`config.mk`:
```
export PLATFORM = sky130hd
export DESIGN_NAME = mem_access_arbiter
export DESIGN_NICKNAME = d
export VERILOG_FILES = /design/src/rtl/mem_arb_pkg.sv /design/src/rtl/mem_access_arbiter_rr_picker.sv /design/src/rtl/mem_access_arbiter.sv
export SDC_FILE = /design/constraint.sdc
export NUM_CORES = 1
export LEC_CHECK = 0
export BUFFER_PORTS_ARGS = -buffer_cell sky130_fd_sc_hd__clkbuf_2
export CAP_MARGIN = 20
export CORE_MARGIN = 4
export CORE_UTILIZATION = 46
export DETAILED_ROUTE_END_ITERATION = 8
export GPL_ROUTABILITY_DRIVEN = 1
export PLACE_DENSITY = 0.81
export SETUP_SLACK_MARGIN = 0.02
export SLEW_MARGIN = 20
export SYNTH_ARGS = -nofsm -noshare
export SYNTH_HDL_FRONTEND = slang
export SYNTH_SLANG_ARGS = --single-unit
```
`constraint.sdc`:
```
create_clock -name clk -period 1.85 [get_ports clk]
set_clock_uncertainty 0.05 [all_clocks]
set_input_delay 0.185 -clock clk [delete_from_list [all_inputs] [get_ports clk]]
set_output_delay 0.185 -clock clk [all_outputs]
set_load 0.1 [all_outputs]
```
`src/rtl/mem_arb_pkg.sv`:
```
// Shared types for the memory access arbiter.
//   arb_state_t : arbiter sequencing states
//   rd_op_t     : memory read opcode (word / bit / byte / reserved)
//   mem_cmd_t   : one captured memory command
//   idx_width() : index width for an N-entry one-hot vector (min 1)
package mem_arb_pkg;

    localparam int DATA_W  = 32;
    localparam int ADDR_W  = 8;
    localparam int BIT_W   = 5;
    localparam int BYTE_W  = 2;

    typedef enum logic [1:0] {
        IDLE  = 2'd0,
        ISSUE = 2'd1,
        WAIT  = 2'd2,
        RESP  = 2'd3
    } arb_state_t;

    typedef enum logic [1:0] {
        OP_WORD = 2'd0,
        OP_BIT  = 2'd1,
        OP_BYTE = 2'd2,
        OP_RSVD = 2'd3
    } rd_op_t;

    typedef struct packed {
        logic              we;
        rd_op_t            op;
        logic [ADDR_W-1:0] addr;
        logic [BIT_W-1:0]  bitaddr;
        logic [BYTE_W-1:0] byteaddr;
        logic [DATA_W-1:0] wdata;
    } mem_cmd_t;

    function automatic int idx_width(input int n);
        return (n > 1) ? $clog2(n) : 1;
    endfunction

endpackage

```
`src/rtl/mem_access_arbiter_rr_picker.sv`:
```
// Round-robin priority select.
//   req       : request vector
//   ptr       : highest-priority index for this pick
//   grant     : one-hot grant (zero when no request)
//   grant_idx : index of the granted requester
//   any       : at least one request present
module rr_picker import mem_arb_pkg::*; #(
    parameter int NREQ = 2,
    parameter int IDXW = idx_width(NREQ)
) (
    input  logic [NREQ-1:0] req,
    input  logic [IDXW-1:0] ptr,
    output logic [NREQ-1:0] grant,
    output logic [IDXW-1:0] grant_idx,
    output logic            any
);

    // First pass searches ptr..NREQ-1, second pass wraps to 0..ptr-1;
    // the second pass can only win when the first found nothing.
    always_comb begin
        grant     = '0;
        grant_idx = '0;
        any       = 1'b0;
        for (int unsigned j = 0; j < NREQ; j++) begin
            if (!any && req[j] && (j >= 32'(ptr))) begin
                grant[j]  = 1'b1;
                grant_idx = IDXW'(j);
                any       = 1'b1;
            end
        end
        for (int unsigned j = 0; j < NREQ; j++) begin
            if (!any && req[j]) begin
                grant[j]  = 1'b1;
                grant_idx = IDXW'(j);
                any       = 1'b1;
            end
        end
    end

endmodule

```
`src/rtl/mem_access_arbiter.sv`:
```
// Round-robin arbiter/sequencer sharing one 256x32 memory among NREQ
// requesters. One command in flight at a time; reads wait RD_LAT cycles
// and return data with a one-cycle rvalid pulse to the owning requester.
//   clk, reset          : clock, synchronous active-high reset
//   req/req_we/req_op/req_addr/req_bitaddr/req_byteaddr/req_wdata
//                       : per-requester command, req held until ack
//   ack                 : one-hot pulse, command driven to memory
//   rvalid, rdata       : one-hot read-return pulse, shared read data
//   busy                : arbiter not idle
//   WrEn, RdEn, RdEn_Opcode, Addr, BitAddr, ByteAddr, WrBus : memory command
//   RdBus               : memory read data
module mem_access_arbiter import mem_arb_pkg::*; #(
    parameter int NREQ   = 2,
    parameter int RD_LAT = 2
) (
    input  logic                         clk,
    input  logic                         reset,
    input  logic [NREQ-1:0]              req,
    input  logic [NREQ-1:0]              req_we,
    input  logic [NREQ-1:0][1:0]         req_op,
    input  logic [NREQ-1:0][ADDR_W-1:0]  req_addr,
    input  logic [NREQ-1:0][BIT_W-1:0]   req_bitaddr,
    input  logic [NREQ-1:0][BYTE_W-1:0]  req_byteaddr,
    input  logic [NREQ-1:0][DATA_W-1:0]  req_wdata,
    output logic [NREQ-1:0]              ack,
    output logic [NREQ-1:0]              rvalid,
    output logic [DATA_W-1:0]            rdata,
    output logic                         busy,
    output logic                         WrEn,
    output logic                         RdEn,
    output logic [1:0]                   RdEn_Opcode,
    output logic [ADDR_W-1:0]            Addr,
    output logic [BIT_W-1:0]             BitAddr,
    output logic [BYTE_W-1:0]            ByteAddr,
    output logic [DATA_W-1:0]            WrBus,
    input  logic [DATA_W-1:0]            RdBus
);

    localparam int IDXW = idx_width(NREQ);
    localparam int CNTW = idx_width(RD_LAT);

    arb_state_t        state_q, state_d;
    mem_cmd_t          cmd_q, cmd_d;
    logic [NREQ-1:0]   owner_q, owner_d;      // one-hot owner of the command
    logic [IDXW-1:0]   rr_ptr_q, rr_ptr_d;
    logic [CNTW-1:0]   cnt_q, cnt_d;
    logic [DATA_W-1:0] rdata_q, rdata_d;
    logic [NREQ-1:0]   rvalid_q, rvalid_d;

    logic [NREQ-1:0]   pick_grant;
    logic [IDXW-1:0]   pick_idx;
    logic              pick_any;

    rr_picker #(
        .NREQ (NREQ),
        .IDXW (IDXW)
    ) u_picker (
        .req       (req),
        .ptr       (rr_ptr_q),
        .grant     (pick_grant),
        .grant_idx (pick_idx),
        .any       (pick_any)
    );

    // State register
    always_ff @(posedge clk) begin
        if (reset) begin
            state_q  <= IDLE;
            cmd_q    <= '0;
            owner_q  <= '0;
            rr_ptr_q <= '0;
            cnt_q    <= '0;
            rdata_q  <= '0;
            rvalid_q <= '0;
        end else begin
            state_q  <= state_d;
            cmd_q    <= cmd_d;
            owner_q  <= owner_d;
            rr_ptr_q <= rr_ptr_d;
            cnt_q    <= cnt_d;
            rdata_q  <= rdata_d;
            rvalid_q <= rvalid_d;
        end
    end

    // Next-state and datapath
    always_comb begin
        state_d  = state_q;
        cmd_d    = cmd_q;
        owner_d  = owner_q;
        rr_ptr_d = rr_ptr_q;
        cnt_d    = cnt_q;
        rdata_d  = rdata_q;
        rvalid_d = '0;

        unique case (state_q)
            IDLE: begin
                if (pick_any) begin
                    cmd_d.we       = req_we[pick_idx];
                    cmd_d.op       = rd_op_t'(req_op[pick_idx]);
                    cmd_d.addr     = req_addr[pick_idx];
                    cmd_d.bitaddr  = req_bitaddr[pick_idx];
                    cmd_d.byteaddr = req_byteaddr[pick_idx];
                    cmd_d.wdata    = req_wdata[pick_idx];
                    owner_d        = pick_grant;
                    rr_ptr_d       = (pick_idx == IDXW'(NREQ - 1)) ? '0 : pick_idx + 1'b1;
                    state_d        = ISSUE;
                end
            end
            ISSUE: begin
                if (cmd_q.we) begin
                    state_d = IDLE;
                end else begin
                    // RESP must land on the cycle RdBus is valid (RD_LAT after
                    // ISSUE), so WAIT lasts RD_LAT-1 cycles and is skipped
                    // entirely when RD_LAT is 1.
                    cnt_d   = CNTW'(RD_LAT - 1);
                    state_d = (RD_LAT == 1) ? RESP : WAIT;
                end
            end
            WAIT: begin
                cnt_d = cnt_q - 1'b1;
                if (cnt_q == CNTW'(1)) begin
                    state_d = RESP;
                end
            end
            RESP: begin
                rdata_d  = RdBus;
                rvalid_d = owner_q;
                state_d  = IDLE;
            end
            default: state_d = IDLE;
        endcase
    end

    // Outputs; everything is forced low while reset is asserted so an
    // in-progress ISSUE or pending rvalid never escapes in the reset cycle.
    always_comb begin
        ack         = '0;
        rvalid      = '0;
        busy        = 1'b0;
        WrEn        = 1'b0;
        RdEn        = 1'b0;
        RdEn_Opcode = '0;
        Addr        = '0;
        BitAddr     = '0;
        ByteAddr    = '0;
        WrBus       = '0;
        rdata       = '0;
        if (!reset) begin
            busy        = (state_q != IDLE);
            rvalid      = rvalid_q;
            rdata       = rdata_q;
            RdEn_Opcode = cmd_q.op;
            Addr        = cmd_q.addr;
            BitAddr     = cmd_q.bitaddr;
            ByteAddr    = cmd_q.byteaddr;
            WrBus       = cmd_q.wdata;
            if (state_q == ISSUE) begin
                ack  = owner_q;
                WrEn = cmd_q.we;
                RdEn = ~cmd_q.we;
            end
        end
    end

endmodule

```
==> metrics, run 1 <==
outcome=completed; CTS tree=yes; Worst Path Arrival=roughly 1500 ps; DRT Pass-1 Iters=5; register area share after synthesis=a little over two fifths; leakage dissipation=2.77 nW; cell mode on critical path=buf_12; reg2reg path depth=4; Slew HR=63.1%; Fin Hold WS=~11 ps; setup ws final=approximately 130 ps; share of cells above drive strength 1=approximately 45%; Tot Pwr=roughly 6.0 mW; CP cell instances=nor2_4 -> buf_12 -> nor2_2 -> buf_12; R2R setup slack=290 ps; H-tree depth=3; Power per Cell Area=slightly below 900 mW/mm2; hold endpoint=cmd_q[10]$_SDFFE_PP0P_; Reg-to-Reg End=cmd_q[17]$_SDFFE_PP0P_; Crit path largest cell delay=just under 500 ps; Worst-Skew Late Latency=~350 ps; via count=4874; count of different cell masters after synthesis=31; GRT Overall Usage=about 25%; Final Cell Area=roughly 0.0068 mm2; type of the worst setup path=flip-flop to output pin; WL/cell=roughly 16 um; Crit path required time=approximately 1600 ps; Setup-failing EPs final=0; Worst setup EP type=output pin; fin crit period=approximately 1700 ps; Die Footprint=roughly 0.011 mm2; Worst Tran Pin Value=about 560 ps; Placer Congestion=roughly 0.86; Remaining Overflow, GRT=0; CP max FO=39; fin. max-slew vios=0; final WL=14100 um; cts bufs inserted=9; n_diodes=0; Clock Pin Slew Worst Setup and Hold Paths=approximately 90 ps; period utilization=between 90% and 100%; placed cell areas=between 0.006 and 0.007 mm2; crit-path leading delay family=flip-flops; Hold Path Class=input port to flip-flop; Initial Util=a little under half; vias in the first global route=between 4000 and 5000; die width=105 um; RSZ-0062 raised after global routing=no; final net count=a little under 900; Ys Warns=0; core area=0.00920 mm2; cell area after synthesis=about 0.0043 mm2; Worst path depth=4; initial DRC count=283; Worst Hold Path Cells=2; syn_nets=around 700; clock root cell=clkbuf_8; FMAX=583 MHz; clock sinks=90; CTS Buffer Depth=2; area delta synth->final=57.0%; Vias/cell=~5.6; Avg Cell Area, Syn=between 7 and 8 um2; Ports=approximately 220; count of mapped cells out of synthesis=550; max cap viols=0; first-pass GRT wire length=22900 um; endpoints failing hold=0; initial antenna violation count=0; die height=around 100 um; CP max stage cell=dfxtp_1; Rows=35; Buf+Inv Stages, Crit Path=2; DRC=0; Final ANT Viol Nets=0; post-DP HPWL=slightly above 10000 um; Worst Hold Launch=req_wdata[10]; fill cell total of the finished layout=between 600 and 700; pre-CTS setup slack=319 ps; largest net degree at the start of global routing=between 50 and 60; Max IR drop VDD=around 0.47 mV; #FFs+latches synth=90; I/O Buffers=roughly 220; Startpoint Class=flip-flop; post-layout util=73.8%
## power by group
group / total [mW] / leakage [nW] / switching, mW / internal [mW]
Sequential: 2.19 / 0.737 / 0.0812 / 2.11
Clock: 1.78 / 0.136 / 0.733 / 1.05
Combinational: 2.03 / 1.90 / 1.33 / 0.699
## placed cells by master, fill, tap and decap left out, types with 2 or more instances in the layout
| master | count |
|---|---|
| o21ai_1 | 36 |
| nor3b_1 | 2 |
| nor2b_1 | 19 |
| a21boi_0 | 7 |
| dfxtp_1 | 89 |
| buf_12 | 52 |
| nor2_2 | 33 |
| nor2_1 | 35 |
| a211oi_1 | 32 |
| a31oi_1 | 43 |
| nor2b_2 | 34 |
| nand4_1 | 43 |
| a221o_1 | 7 |
| bufinv_16 | 4 |
| buf_4 | 19 |
| nor2_4 | 2 |
| dlygate4sd3_1 | 7 |
| clkbuf_2 | 176 |
| nand3_1 | 44 |
| a21oi_1 | 5 |
| and2_1 | 3 |
| o21ai_0 | 11 |
| inv_1 | 33 |
| clkbuf_8 | 9 |
## worst max-delay path by stage
stage | startpoint | endpoint | slack (ps)
3_3_place_gp | state_q[0]$_SDFFE_PP0P_ | cmd_q[33]$_SDFFE_PP0P_ | 380
2_1_floorplan | reset | cmd_q[12]$_SDFFE_PP0P_ | -340
6_report | flip-flop | busy | 130
3_5_place_dp | state_q[0]$_SDFFE_PP0P_ | cmd_q[33]$_SDFFE_PP0P_ | 320
4_1_cts | flip-flop | busy | 80
5_1_grt | flip-flop | busy | 40
## routing by layer
metal | global-route usage, % | wire length (um) | part of all wire (%)
met3 | 6.79 | 1250 | 8.8
met2 | 41.8 | 6890 | 49
met5 | 0 | 0 | 0
met4 | 11.5 | 475 | 3.4
met1 | 29.8 | 5530 | 39
## layout make-up
| class | instances | area (um2) | share of cell area [%] |
|---|---|---|---|
| clock inverters | 7 | 149 | 2.19 |
| clock buffers | 9 | 124 | 1.83 |
| well taps | 111 | 139 | 2.05 |
| multi-input cells | 367 | 2300 | 33.9 |
| repair buffers | 255 | 2150 | 31.6 |
| inverters | 33 | 124 | 1.83 |
| flip-flops and latches | 90 | 1800 | 26.6 |
## flip-flops by register name, summed over array words and instances, names as in the netlist, named ones only
register,flops
rr_ptr_q,1
cnt_q,1
owner_q,2
state_q,1
rvalid_q,2
cmd_q,50
rdata_q,32
## cells by family (layout without fill, tap and decap cells)
group,after synthesis,after routing,share of synthesized area [%]
simple gates,223,223,27.5
mux,1,1,0.232
compound gates,143,143,21.2
flops,90,90,41.7
buf+inv,93,304,9.32
## through the flow
step | setup TNS, ps | std cells
final | 0 | 872
after global routing | 0 | 872
after CTS | 0 | 870
after detailed placement | 0 | 847
after global placement | 0 | 847
after floorplan | -6190 | 550
## repair_timing
| action | 4_1_cts | 5_1_grt |
|---|---|---|
| setup endpoints to repair | 3 | 5 |
| pin swaps | 0 | 1 |
| hold endpoints to repair | 5 | 0 |
| hold buffers | 7 | 0 |
| setup buffers | 0 | 2 |
| resized for setup | 1 | 1 |
## cell usage after synthesis
library cell | instances | area share [%]
a21oi_1 | 5 | 0.58
nand4_1 | 43 | 6.2
buf_6 | 1 | 0.26
and2_1 | 3 | 0.43
nor2_2 | 1 | 0.14
nand2b_1 | 1 | 0.14
o21ai_0 | 11 | 1.3
nor2_1 | 68 | 5.9
nor3b_1 | 3 | 0.52
inv_1 | 33 | 2.9
clkbuf_1 | 21 | 1.8
a21boi_4 | 1 | 0.43
mux2i_1 | 1 | 0.23
a22oi_1 | 1 | 0.17
nand2_1 | 2 | 0.17
nor2b_1 | 53 | 7.7
or2_1 | 1 | 0.14
nand3_1 | 44 | 5.1
and4b_1 | 1 | 0.23
or2_0 | 1 | 0.14
a31oi_1 | 43 | 6.2
nor3b_4 | 1 | 0.43
dfxtp_1 | 90 | 42
nor2_4 | 1 | 0.26
a21boi_0 | 7 | 1.2
a211oi_1 | 32 | 5.6
buf_1 | 3 | 0.26
o21ai_1 | 36 | 4.2
a221o_1 | 7 | 1.6
buf_2 | 34 | 3.9
buf_4 | 1 | 0.17
No activity file was read; power rests on OpenSTA's default activity.
==> run 2, diff against run 1 <==
clock period = 1.7 ns   (was 1.85 ns; I/O delays follow)
==> metrics, run 2 (synthesized netlist as in run 1, its figures left out) <==
largest net degree at the start of global routing=67 (was 54); most frequent cells in the layout=clkbuf_2, dfxtp_1, buf_12 (unchanged); initial antenna violation count=0 (unchanged); Final Cell Area=0.00682 mm2 (was 0.00679 mm2); Rows=35 (unchanged); CTS tree=yes (unchanged); final net count=881 (was 892); via count=4836 (was 4874); commonest non-fill, non-tap cell in the layout=clkbuf_2 (unchanged); Placer Congestion=0.828 (was 0.864); Final ANT Viol Nets=0 (unchanged); post-CTS setup buffers=0 (unchanged); WL/cell=16.5 um (was 16.2 um); area delta synth->final=57.7% (was 57.0%); RSZ-0062 raised after global routing=no (unchanged); Worst Path Arrival=1370 ps (was 1480 ps); setup_tns=0 ps (unchanged); Clock Pin Slew Worst Setup and Hold Paths=100 ps (was 90 ps); Slew HR=63.6% (was 63.1%); Max IR drop VDD=0.492 mV (was 0.475 mV); leakage dissipation=2.73 nW (was 2.77 nW); Die Footprint=0.0110 mm2 (unchanged); Vias/cell=5.62 (was 5.59); CP max FO=7 (was 39); Worst-Skew Late Latency=340 ps (was 350 ps); die height=105 um (unchanged); Worst Hold Path Cells=2 (unchanged); post-DP HPWL=10300 um (was 10200 um); endpoints failing hold=0 (unchanged); Flop pwr share=38.2% (was 36.5%); first-pass GRT wire length=23000 um (was 22900 um); Worst setup EP type=output pin (unchanged); placed cell areas=0.00652 mm2 (was 0.00642 mm2); reg2reg path depth=3 (was 4); Pint=3.93 mW (was 3.86 mW); CTS Buffer Depth=2 (unchanged); Power per Cell Area=916 mW/mm2 (was 885 mW/mm2); fin. max-slew vios=0 (unchanged); Crit path required time=1480 ps (was 1620 ps); DRT Pass-1 Iters=4 (was 5); type of the worst setup path=flip-flop to output pin (unchanged); H-tree depth=3 (unchanged); Ports=224 (unchanged); Remaining Overflow, GRT=0 (unchanged); max reg flops=50 (unchanged); DRC=0 (unchanged); initial DRC count=280 (was 283); GRT Overall Usage=25.1% (was 25.0%); period utilization=93.4%; outcome=completed (unchanged); biggest regs=cmd_q (50), rdata_q (32) (unchanged); n_diodes=0 (unchanged); clock sinks=90 (unchanged); Gate power share=35.6% (was 33.8%); core area=0.00920 mm2 (unchanged); switching portion of total power=37.0% (was 35.7%); Top reg by flops=cmd_q (unchanged); Sw Pwr=2.31 mW (was 2.14 mW); Startpoint Class=flip-flop (unchanged); fin crit period=between 1500 and 2000 ps; max cap viols=0 (unchanged); clock root cell=clkbuf_8 (unchanged); I/O Buffers=223 (unchanged); Setup-failing EPs final=0 (unchanged); clock share of power=26.2% (was 29.7%); die width=105 um (unchanged); FMAX=around 630 MHz; vias in the first global route=4780 (was 4769); final WL=14200 um (was 14100 um); Initial Util=47.0% (unchanged); cts bufs inserted=9 (unchanged); Worst Tran Pin Value=549 ps (was 556 ps); share of cells above drive strength 1=44.8% (was 44.7%); Hold Path Class=input port to flip-flop (unchanged)
[run 2: area by class of cell]
type	count	area, um2
Fill cell	669	2380
Multi-Input combinational cell	367	2350
Timing Repair Buffer	244	2170
Sequential cell	90	1810
Tap cell	111	139
Clock buffer	10	138
Inverter	33	124
Clock inverter	6	90.1
[run 2: final timing paths]
check | start | to | slack, ps
worst min register to register | rdata_q[31]$_SDFFE_PP0N_ | rdata_q[31]$_SDFFE_PP0N_ | 440
worst max register to register | state_q[0]$_SDFFE_PP0P_ | cmd_q[14]$_SDFFE_PP0P_ | 220
worst max-delay path | state_q[0]$_SDFFE_PP0P_ | RdEn | 110
worst min-delay path | req_wdata[10] | cmd_q[10]$_SDFFE_PP0P_ | 10
[run 2: per-stage QoR]
stage	hold WS, ps	util, %	setup WS [ps]	instances	power [mW]
2_1_floorplan	258	-	-476	550	3.89
3_3_place_gp	355	70.9	214	840	4.58
3_5_place_dp	356	70.9	194	840	4.64
4_1_cts	0.145	74.0	30.8	861	6.28
5_1_grt	4.79	74.1	23.4	861	6.51
6_report	13.1	74.1	111	861	6.25
[run 2: critical path, stage by stage, from the launching register on]
cell     delay, ps
dfxtp_4        400
nor3b_4        220
nor2b_2        220
buf_12         190
[run 2: what timing repair did]
item                       CTS  global route
hold endpoints to repair     3             0
gates resized for setup      2             3
hold buffers                 5             0
setup endpoints to repair    4             4
pin swaps                    1             0
[run 2: power by group through the flow]
stage / clock (mW) / combinational, mW / sequential [mW]
finish: 1.63 / 2.22 / 2.39
global placement: 0 / 2.16 / 2.42
global route: 1.76 / 2.34 / 2.41
detailed placement: 0 / 2.20 / 2.43
floorplan: 0 / 1.49 / 2.40
CTS: 1.67 / 2.22 / 2.39
[run 2: routing by layer]
| layer | track usage [%] | vias up | routed length, um |
|---|---|---|---|
| met1 | 29.7 | 2266 | 5610 |
| li1 | - | 2330 | - |
| met3 | 7.04 | 29 | 1140 |
| met4 | 8.72 | 0 | 391 |
| met5 | 0 | - | 0 |
| met2 | 43.6 | 211 | 7040 |
